## src/rtl/keypad_pkg.sv

```systemverilog
// rtl/keypad_pkg.sv - shared keypad constants, scan FSM state type and key-set helpers
package keypad_pkg;

  localparam int NUM_ROWS = 4;
  localparam int NUM_COLS = 3;
  localparam int NUM_KEYS = NUM_ROWS * NUM_COLS;
  localparam int KEY_W    = 4;
  localparam int ROW_W    = 2;

  typedef enum logic [1:0] {
    ST_IDLE,
    ST_DRIVE,
    ST_SAMPLE,
    ST_EVAL
  } scan_state_t;

  // Index of the lowest closed key; 0 when the set is empty.
  function automatic logic [KEY_W-1:0] lowest_key(input logic [NUM_KEYS-1:0] keys);
    logic [KEY_W-1:0] idx;
    idx = '0;
    for (int i = NUM_KEYS - 1; i >= 0; i--) begin
      if (keys[i]) idx = KEY_W'(i);
    end
    return idx;
  endfunction

  // True when two or more keys are set (clearing the lowest bit leaves something).
  function automatic logic multi_key(input logic [NUM_KEYS-1:0] keys);
    return (keys & (keys - {{(NUM_KEYS-1){1'b0}}, 1'b1})) != '0;
  endfunction

endpackage

```

## src/rtl/keypad_if.sv

```systemverilog
// rtl/keypad_if.sv - key event handshake bundle between scanner and consumer
interface keypad_if;

  logic                         EVT_VALID;
  logic                         EVT_READY;
  logic [keypad_pkg::KEY_W-1:0] EVT_CODE;
  logic                         EVT_PRESS;

  modport master (
    output EVT_VALID,
    output EVT_CODE,
    output EVT_PRESS,
    input  EVT_READY
  );

  modport slave (
    input  EVT_VALID,
    input  EVT_CODE,
    input  EVT_PRESS,
    output EVT_READY
  );

endinterface

```

## src/rtl/keypad_debounce.sv

```systemverilog
// rtl/keypad_debounce.sv - per-scan snapshot capture, stability counting and debounced key state
module keypad_debounce
  import keypad_pkg::*;
#(
  parameter int DEBOUNCE_SCANS = 4
) (
  input  logic                clk,
  input  logic                rst,
  input  logic                abort,
  input  logic                sample_en,
  input  logic [ROW_W-1:0]    row,
  input  logic [NUM_COLS-1:0] col,
  input  logic                eval_en,
  output logic                commit,
  output logic [NUM_KEYS-1:0] new_state,
  output logic [NUM_KEYS-1:0] old_state
);

  localparam logic [3:0] DEB_MAX = 4'(DEBOUNCE_SCANS);

  logic [NUM_KEYS-1:0] snapshot;
  logic [NUM_KEYS-1:0] prev_snapshot;
  logic [NUM_KEYS-1:0] debounced;
  logic [3:0]          stable_cnt;
  logic [3:0]          cnt_next;
  logic                same;
  logic                reached;

  // Stability count for the scan just finished; a fresh run of length DEB_MAX counts as reaching it.
  always_comb begin
    same = (snapshot == prev_snapshot);
    if (!same) begin
      cnt_next = 4'd1;
    end else if (stable_cnt == DEB_MAX) begin
      cnt_next = DEB_MAX;
    end else begin
      cnt_next = stable_cnt + 4'd1;
    end
    reached   = (cnt_next == DEB_MAX) && (!same || (stable_cnt != DEB_MAX));
    commit    = eval_en && reached && (snapshot != debounced);
    new_state = snapshot;
    old_state = debounced;
  end

  // Snapshot/history/debounced registers; an aborted scan discards its partial snapshot and run length.
  always_ff @(posedge clk) begin
    if (rst) begin
      snapshot      <= '0;
      prev_snapshot <= '0;
      debounced     <= '0;
      stable_cnt    <= '0;
    end else if (abort) begin
      snapshot   <= '0;
      stable_cnt <= '0;
    end else begin
      if (sample_en) begin
        snapshot[int'(row) * NUM_COLS +: NUM_COLS] <= col;
      end
      if (eval_en) begin
        prev_snapshot <= snapshot;
        stable_cnt    <= cnt_next;
        if (commit) debounced <= snapshot;
      end
    end
  end

endmodule

```

## src/rtl/keypad_scanner.sv

```systemverilog
// rtl/keypad_scanner.sv - 4x3 keypad row scanner with debounce and event register (option: KEYPAD_RELEASE_EVT_EN)
module keypad_scanner
  import keypad_pkg::*;
#(
  parameter int SETTLE_CYCLES  = 15,
  parameter int DEBOUNCE_SCANS = 4
) (
  input  logic                CLK,
  input  logic                RST,
  input  logic                SCAN_EN,
  input  logic [NUM_COLS-1:0] COL,
  output logic [NUM_ROWS-1:0] ROW_DRV,
  keypad_if.master            evt,
  output logic                ERROR,
  output logic                OVERFLOW,
  input  logic                ERR_CLR
);

  scan_state_t         state;
  scan_state_t         state_next;
  logic [ROW_W-1:0]    row;
  logic [ROW_W-1:0]    row_next;
  logic [7:0]          settle_cnt;
  logic [7:0]          settle_next;
  logic [NUM_COLS-1:0] col_s1;
  logic [NUM_COLS-1:0] col_s2;
  logic                abort;
  logic                sample_en;
  logic                eval_en;
  logic                commit;
  logic [NUM_KEYS-1:0] new_state;
  logic [NUM_KEYS-1:0] old_state;
  logic [NUM_KEYS-1:0] rose;
  logic                ev_load;
  logic [KEY_W-1:0]    ev_code;
  logic                ev_drop;
  logic                err_set;
  logic                ev_lost;
  logic                xfer;
  logic                evt_valid;
  logic [KEY_W-1:0]    evt_code;
`ifdef KEYPAD_RELEASE_EVT_EN
  logic [NUM_KEYS-1:0] fell;
  logic                ev_press;
  logic                evt_press;
`endif

  // Two-flop synchronizer on the raw column sense lines.
  always_ff @(posedge CLK) begin
    if (RST) begin
      col_s1 <= '0;
      col_s2 <= '0;
    end else begin
      col_s1 <= COL;
      col_s2 <= col_s1;
    end
  end

  // Scan FSM state, row index and settle counter.
  always_ff @(posedge CLK) begin
    if (RST) begin
      state      <= ST_IDLE;
      row        <= '0;
      settle_cnt <= '0;
    end else begin
      state      <= state_next;
      row        <= row_next;
      settle_cnt <= settle_next;
    end
  end

  // Next-state and row drive; dropping SCAN_EN mid-scan overrides everything and returns to IDLE.
  always_comb begin
    state_next  = state;
    row_next    = row;
    settle_next = settle_cnt;
    ROW_DRV     = '0;
    sample_en   = 1'b0;
    eval_en     = 1'b0;
    abort       = 1'b0;
    case (state)
      ST_IDLE: begin
        if (SCAN_EN) begin
          state_next  = ST_DRIVE;
          row_next    = '0;
          settle_next = '0;
        end
      end
      ST_DRIVE: begin
        ROW_DRV = NUM_ROWS'(1) << row;
        if (settle_cnt == 8'(SETTLE_CYCLES - 1)) begin
          state_next  = ST_SAMPLE;
          settle_next = '0;
        end else begin
          settle_next = settle_cnt + 8'd1;
        end
      end
      ST_SAMPLE: begin
        ROW_DRV   = NUM_ROWS'(1) << row;
        sample_en = 1'b1;
        if (row == ROW_W'(NUM_ROWS - 1)) begin
          state_next = ST_EVAL;
        end else begin
          state_next = ST_DRIVE;
          row_next   = row + ROW_W'(1);
        end
      end
      ST_EVAL: begin
        eval_en     = 1'b1;
        state_next  = ST_DRIVE;
        row_next    = '0;
        settle_next = '0;
      end
      default: state_next = ST_IDLE;
    endcase
    if (!SCAN_EN && (state != ST_IDLE)) begin
      abort       = 1'b1;
      state_next  = ST_IDLE;
      row_next    = '0;
      settle_next = '0;
      sample_en   = 1'b0;
      eval_en     = 1'b0;
    end
  end

  keypad_debounce #(
    .DEBOUNCE_SCANS(DEBOUNCE_SCANS)
  ) u_debounce (
    .clk       (CLK),
    .rst       (RST),
    .abort     (abort),
    .sample_en (sample_en),
    .row       (row),
    .col       (col_s2),
    .eval_en   (eval_en),
    .commit    (commit),
    .new_state (new_state),
    .old_state (old_state)
  );

  // Turn a debounced commit into at most one event; a multi-key state is an error, not an event.
  always_comb begin
    rose    = new_state & ~old_state;
    ev_load = 1'b0;
    ev_code = '0;
    ev_drop = 1'b0;
    err_set = 1'b0;
`ifdef KEYPAD_RELEASE_EVT_EN
    fell     = old_state & ~new_state;
    ev_press = 1'b1;
`endif
    if (commit) begin
      if (multi_key(new_state)) begin
        err_set = 1'b1;
      end else if (rose != '0) begin
        ev_load = 1'b1;
        ev_code = lowest_key(rose);
`ifdef KEYPAD_RELEASE_EVT_EN
        ev_drop = (fell != '0);
      end else if (fell != '0) begin
        ev_load  = 1'b1;
        ev_code  = lowest_key(fell);
        ev_press = 1'b0;
        ev_drop  = multi_key(fell);
`endif
      end
    end
  end

  assign xfer    = evt_valid && evt.EVT_READY;
  assign ev_lost = ev_load && evt_valid && !evt.EVT_READY;

  // Event holding register; a held event is never overwritten until it is transferred.
  always_ff @(posedge CLK) begin
    if (RST) begin
      evt_valid <= 1'b0;
      evt_code  <= '0;
`ifdef KEYPAD_RELEASE_EVT_EN
      evt_press <= 1'b0;
`endif
    end else if (ev_load && (!evt_valid || xfer)) begin
      evt_valid <= 1'b1;
      evt_code  <= ev_code;
`ifdef KEYPAD_RELEASE_EVT_EN
      evt_press <= ev_press;
`endif
    end else if (xfer) begin
      evt_valid <= 1'b0;
    end
  end

  // Sticky error/overflow flags; a set in the same cycle as ERR_CLR takes priority.
  always_ff @(posedge CLK) begin
    if (RST) begin
      ERROR    <= 1'b0;
      OVERFLOW <= 1'b0;
    end else begin
      if (err_set) ERROR <= 1'b1;
      else if (ERR_CLR) ERROR <= 1'b0;
      if (ev_lost || ev_drop) OVERFLOW <= 1'b1;
      else if (ERR_CLR) OVERFLOW <= 1'b0;
    end
  end

  assign evt.EVT_VALID = evt_valid;
  assign evt.EVT_CODE  = evt_code;
`ifdef KEYPAD_RELEASE_EVT_EN
  assign evt.EVT_PRESS = evt_press;
`else
  assign evt.EVT_PRESS = 1'b1;
`endif

endmodule
```

## src/flat_wrapper.sv

```systemverilog
// flat-port wrapper written by rule: the top's interface ports become plain ports
module keypad_scanner_flat import keypad_pkg::*;
#(
  parameter int SETTLE_CYCLES  = 15,
  parameter int DEBOUNCE_SCANS = 4
)
  (CLK, RST, SCAN_EN, COL, ROW_DRV, ERROR, OVERFLOW, ERR_CLR, evt_EVT_VALID, evt_EVT_CODE, evt_EVT_PRESS, evt_EVT_READY);
  keypad_if evt_i ();
  input  logic CLK;
  input  logic RST;
  input  logic SCAN_EN;
  input  logic [NUM_COLS-1:0] COL;
  output logic [NUM_ROWS-1:0] ROW_DRV;
  output logic ERROR;
  output logic OVERFLOW;
  input  logic ERR_CLR;
  output wire logic [$bits(evt_i.EVT_VALID)-1:0] evt_EVT_VALID;
  output wire logic [$bits(evt_i.EVT_CODE)-1:0] evt_EVT_CODE;
  output wire logic [$bits(evt_i.EVT_PRESS)-1:0] evt_EVT_PRESS;
  input wire logic [$bits(evt_i.EVT_READY)-1:0] evt_EVT_READY;
  assign evt_EVT_VALID = evt_i.EVT_VALID;
  assign evt_EVT_CODE = evt_i.EVT_CODE;
  assign evt_EVT_PRESS = evt_i.EVT_PRESS;
  assign evt_i.EVT_READY = evt_EVT_READY;
  keypad_scanner #(.SETTLE_CYCLES(SETTLE_CYCLES), .DEBOUNCE_SCANS(DEBOUNCE_SCANS)) u_core (.CLK(CLK), .RST(RST), .SCAN_EN(SCAN_EN), .COL(COL), .ROW_DRV(ROW_DRV), .evt(evt_i), .ERROR(ERROR), .OVERFLOW(OVERFLOW), .ERR_CLR(ERR_CLR));
endmodule
```

## config.mk

```make
export PLATFORM = sky130hd
export DESIGN_NAME = keypad_scanner_flat
export DESIGN_NICKNAME = d
export VERILOG_FILES = /design/src/rtl/keypad_pkg.sv /design/src/rtl/keypad_if.sv /design/src/rtl/keypad_debounce.sv /design/src/rtl/keypad_scanner.sv /design/src/flat_wrapper.sv
export SDC_FILE = /design/constraint.sdc
export NUM_CORES = 1
export LEC_CHECK = 0
export CAP_MARGIN = 20
export CORE_ASPECT_RATIO = 0.7
export CORE_UTILIZATION = 65
export CTS_BUF_LIST = sky130_fd_sc_hd__clkbuf_2 sky130_fd_sc_hd__clkbuf_4 sky130_fd_sc_hd__clkbuf_8
export DETAILED_ROUTE_END_ITERATION = 12
export PLACE_DENSITY = 0.86
export SYNTH_ARGS = -nofsm -noshare
export SYNTH_HDL_FRONTEND = slang
export SYNTH_HIERARCHICAL = 1
export SYNTH_SLANG_ARGS = --single-unit
```

## constraint.sdc

```tcl
create_clock -name CLK -period 6.05 [get_ports CLK]
set_input_delay 0.9075 -clock CLK [delete_from_list [all_inputs] [get_ports CLK]]
set_output_delay 0.9075 -clock CLK [all_outputs]
set_load 0.005 [all_outputs]
```

==> results_dict.tcl <==
set metrics [dict create \
    status "finished clean" \
    n_antenna_cell 0 \
    cp-startpoint "SCAN_EN" \
    die_area_um2 5740 \
    ff2ff_path_depth 7 \
    initial_core_util_pct 67.56 \
    synth_mux_area_share_pct 5.135 \
    cts_root_buf "clkbuf_8" \
    period_share_pct 56.51 \
    rsz0062_at_grt "false" \
    synth_top_family_by_area "simple AND/OR/NAND/NOR gates" \
    ctsHoldBuffers 0 \
    highest_layer "met4" \
    clk_latency_ns 0.35 \
    syn_to_final_growth_pct 12.11 \
    clk_pin_slew_ns 0.07 \
    p_per_area_nw_per_um2 237.0 \
    postSynth.asyncResetShare_pct 0 \
    leakage_nw 1.416 \
    dieWidth_um 90.13 \
    wl_met3_um 457 \
    worstHoldPathType "register to register" \
    worst_setup_path_start_kind "input pin" \
    rows 22 \
    synth_edf_count 0 \
    fin_crit_ns 3.419 \
    netlist_instances 406 \
    synthXorXnorAreaFrac_pct 7.436 \
    reg2reg_to "u_core/u_debounce/old_state[1]$_SDFFE_PP0P_" \
    vias 2785 \
    critPathKind "input pin to register" \
    yosysSeqAreaShare_pct 36.83 \
    cts_tree "built" \
    final_nets 448 \
    drt_iter0_drc 246 \
    max-cap-violations 0 \
    critPathSlowestCell "nor4b_4" \
    synthAdderAreaFrac_pct 7.011 \
    core_um2 5230 \
    crit_end "u_core/u_debounce/old_state[1]$_SDFFE_PP0P_" \
    wl_met1_um 3419 \
    slew_violations 0 \
    cts_setup_buffers 0 \
    p_int_mw 0.7032 \
    antenna_found_initial 0 \
    post-place-ws_ns 2.234 \
    htree_levels 3 \
    drt-total-wl_um 7191 \
    finalSetupViolCount 0 \
    portBuffers 18 \
    crit_fanout 13 \
    drive_above_1_share_pct 6.338 \
    fillers 376 \
    wl_per_cell_um 14.44 \
    grt_max_degree 57 \
    fin_skew_ns 0.005116 \
    pwr-share-clk_pct 44.2 \
    grt_pass1_wl_um 12320 \
    ys_types 55 \
    finalHoldViolations 0 \
    cp.required_ns 6.32 \
    reg2reg_from "u_core/state[0]$_SDFFE_PP0P_" \
    gp_congestion 0.8068 \
    p_total_mw 0.9389 \
    final.setup.tns_ns 0 \
    hpwl_um 4985 \
    cts_made_buffers 9 \
    layout_setup_ws_ns 2.631 \
    netlist_area_um2 3533 \
    end_kind "register" \
    post_cts_resized 0 \
    synth_compound_area_share_pct 10.73 \
    combPwrFrac_pct 8.9 \
    mostFrequentLayoutCells "65 x dfxtp_1, 41 x nand2_1, 35 x nand2b_1, 32 x nor2_1, 25 x xnor2_1" \
    synth_ff_type "dfxtp_1" \
    detail_route.first_pass.iterations 6 \
    arrival_ns 3.69 \
    die_y_um 63.69 \
    worstMarginPinSlew_ns 1.028 \
    cts.sinks 65 \
    slowest_delay_ns 1.00 \
    synth.net_count 433 \
    yosys_warnings 6 \
    remaining_drc_errors 0 \
    ant_nets 0 \
    first_global_vias 2600 \
    wl_met2_um 3243 \
    p_sw_share_pct 25.11 \
    synth-seq-cells 65 \
    grt_usage_pct 27.53 \
    io_pins 20 \
    final_common_cell "dfxtp_1" \
    syn_area_per_cell_um2 8.703 \
    p_seq_share_pct 46.9 \
    synth-simple-area-share_pct 29.32 \
    r2r_slack_ns 3.01 \
    vdd_ir_drop_max_v 0.0001884 \
    crit_chain "clkdlybuf4s50_1 > nor2_1 > nor2b_1 > nand2b_1 > nor4b_4 > mux2i_1" \
    timing.fmax_ghz 0.2925 \
    avgViaCountPerCell 5.592 \
    p_switching_mw 0.2357 \
    overflow 0 \
    slew_headroom_pct 31.21 \
    cts_buffer_depth 2 \
]
-- per-layer routing --
layer | up-vias | GRT usage (%)
li1 | 1416 | -
met1 | 1285 | 36.06
met2 | 77 | 43.13
met3 | 7 | 7.005
met4 | 0 | 11.90
met5 | - | 0
-- cell type report --
type,instances,area (µm²),share of cell area [%]
clock inverter,7,102.6,2.590
tap,72,90.09,2.274
multi-input combinational,314,2111,53.28
clock buffer,9,123.9,3.127
timing repair buffer,19,187.7,4.738
inverter,12,45.04,1.137
sequential,65,1301,32.85
-- stage by stage --
step | std cells | utilization (%) | hold WS (ns) | instance area, µm²
final | 498 | 75.74 | 0.4449 | 3961
after global routing | 498 | 75.74 | 0.4598 | 3961
after CTS | 498 | 75.74 | 0.4460 | 3961
after detailed placement | 482 | 71.41 | 0.4278 | 3735
after global placement | 482 | 71.41 | 0.4188 | 3735
after floorplan | 406 | - | 0.4138 | 3533
-- critical path: cells and delay by family --
family,cells,cell delay [ns]
buffers and inverters,1,0.48
multiplexers,1,0.30
AND/OR/NAND/NOR,4,2.00
-- cell families (layout without fill, tap and decap cells) --
logic type,Yosys count,count (layout)
xor gates and xnor gates,30,30
buffers and inverters,27,47
other,1,1
DFF,65,65
and+or+nand+nor,186,186
muxes,18,18
AOI/OAI and AO/OA,59,59
adders and majority gates,20,20
-- flip-flops by register name, summed over array words and instances, names as in the netlist --
| name | count |
|---|---|
| u_core/evt.EVT_CODE | 4 |
| u_core/u_debounce/old_state | 12 |
| u_core/evt.EVT_VALID | 1 |
| u_core/ERROR | 1 |
| u_core/col_s1 | 3 |
| u_core/row | 2 |
| u_core/state | 2 |
| u_core/col_s2 | 3 |
| u_core/u_debounce/prev_snapshot | 12 |
| u_core/OVERFLOW | 1 |
| u_core/settle_cnt | 8 |
| u_core/u_debounce/new_state | 12 |
| u_core/u_debounce/stable_cnt | 4 |
-- worst min path at each step --
stage	from	cells past startpoint	end	slack, ns
after floorplan	u_core/col_s1[0]$_SDFF_PP0_	1	u_core/col_s2[0]$_SDFF_PP0_	0.41
after global placement	u_core/col_s1[0]$_SDFF_PP0_	1	u_core/col_s2[0]$_SDFF_PP0_	0.42
after detailed placement	u_core/col_s1[0]$_SDFF_PP0_	1	u_core/col_s2[0]$_SDFF_PP0_	0.43
after CTS	u_core/col_s1[0]$_SDFF_PP0_	1	u_core/col_s2[0]$_SDFF_PP0_	0.45
after global routing	u_core/col_s1[0]$_SDFF_PP0_	1	u_core/col_s2[0]$_SDFF_PP0_	0.46
final	u_core/col_s1[0]$_SDFF_PP0_	1	u_core/col_s2[0]$_SDFF_PP0_	0.44
-- power groups by stage --
stage	registers [mW]	clock network, mW	logic (mW)
floorplan	0.448	0	0.0605
global placement	0.450	0	0.0803
detailed placement	0.450	0	0.0820
CTS	0.440	0.426	0.0836
global route	0.441	0.438	0.0966
finish	0.440	0.415	0.0839
-- synth_stat cells, types with 2 or more instances --
| cell | count | area, µm² |
|---|---|---|
| a2111oi_0 | 2 | 17.52 |
| xor2_1 | 5 | 43.79 |
| a21o_1 | 2 | 15.01 |
| and2_1 | 5 | 31.28 |
| nor4_1 | 4 | 25.02 |
| or2b_1 | 4 | 30.03 |
| dfxtp_1 | 65 | 1301 |
| or2_2 | 2 | 12.51 |
| inv_1 | 12 | 45.04 |
| or3b_2 | 2 | 17.52 |
| mux2i_1 | 17 | 170.2 |
| a21oi_1 | 23 | 115.1 |
| o21ai_0 | 5 | 25.02 |
| o31ai_1 | 3 | 22.52 |
| nor3b_1 | 2 | 15.01 |
| a31oi_1 | 2 | 12.51 |
| nor2b_1 | 22 | 137.6 |
| and3_1 | 3 | 18.77 |
| nor3_1 | 6 | 30.03 |
| nand3_1 | 6 | 30.03 |
| a22oi_1 | 12 | 90.09 |
| buf_6 | 2 | 22.52 |
| or3_1 | 2 | 12.51 |
| nor2_1 | 32 | 120.1 |
| a211oi_1 | 2 | 15.01 |
| nor4b_1 | 3 | 26.28 |
| clkbuf_1 | 11 | 41.29 |
| nand2b_1 | 35 | 219.0 |
| nand4_1 | 7 | 43.79 |
| xnor2_1 | 25 | 219.0 |
| nand2_1 | 41 | 153.9 |
| ha_1 | 19 | 237.7 |
(Power assumes the default switching activity.)
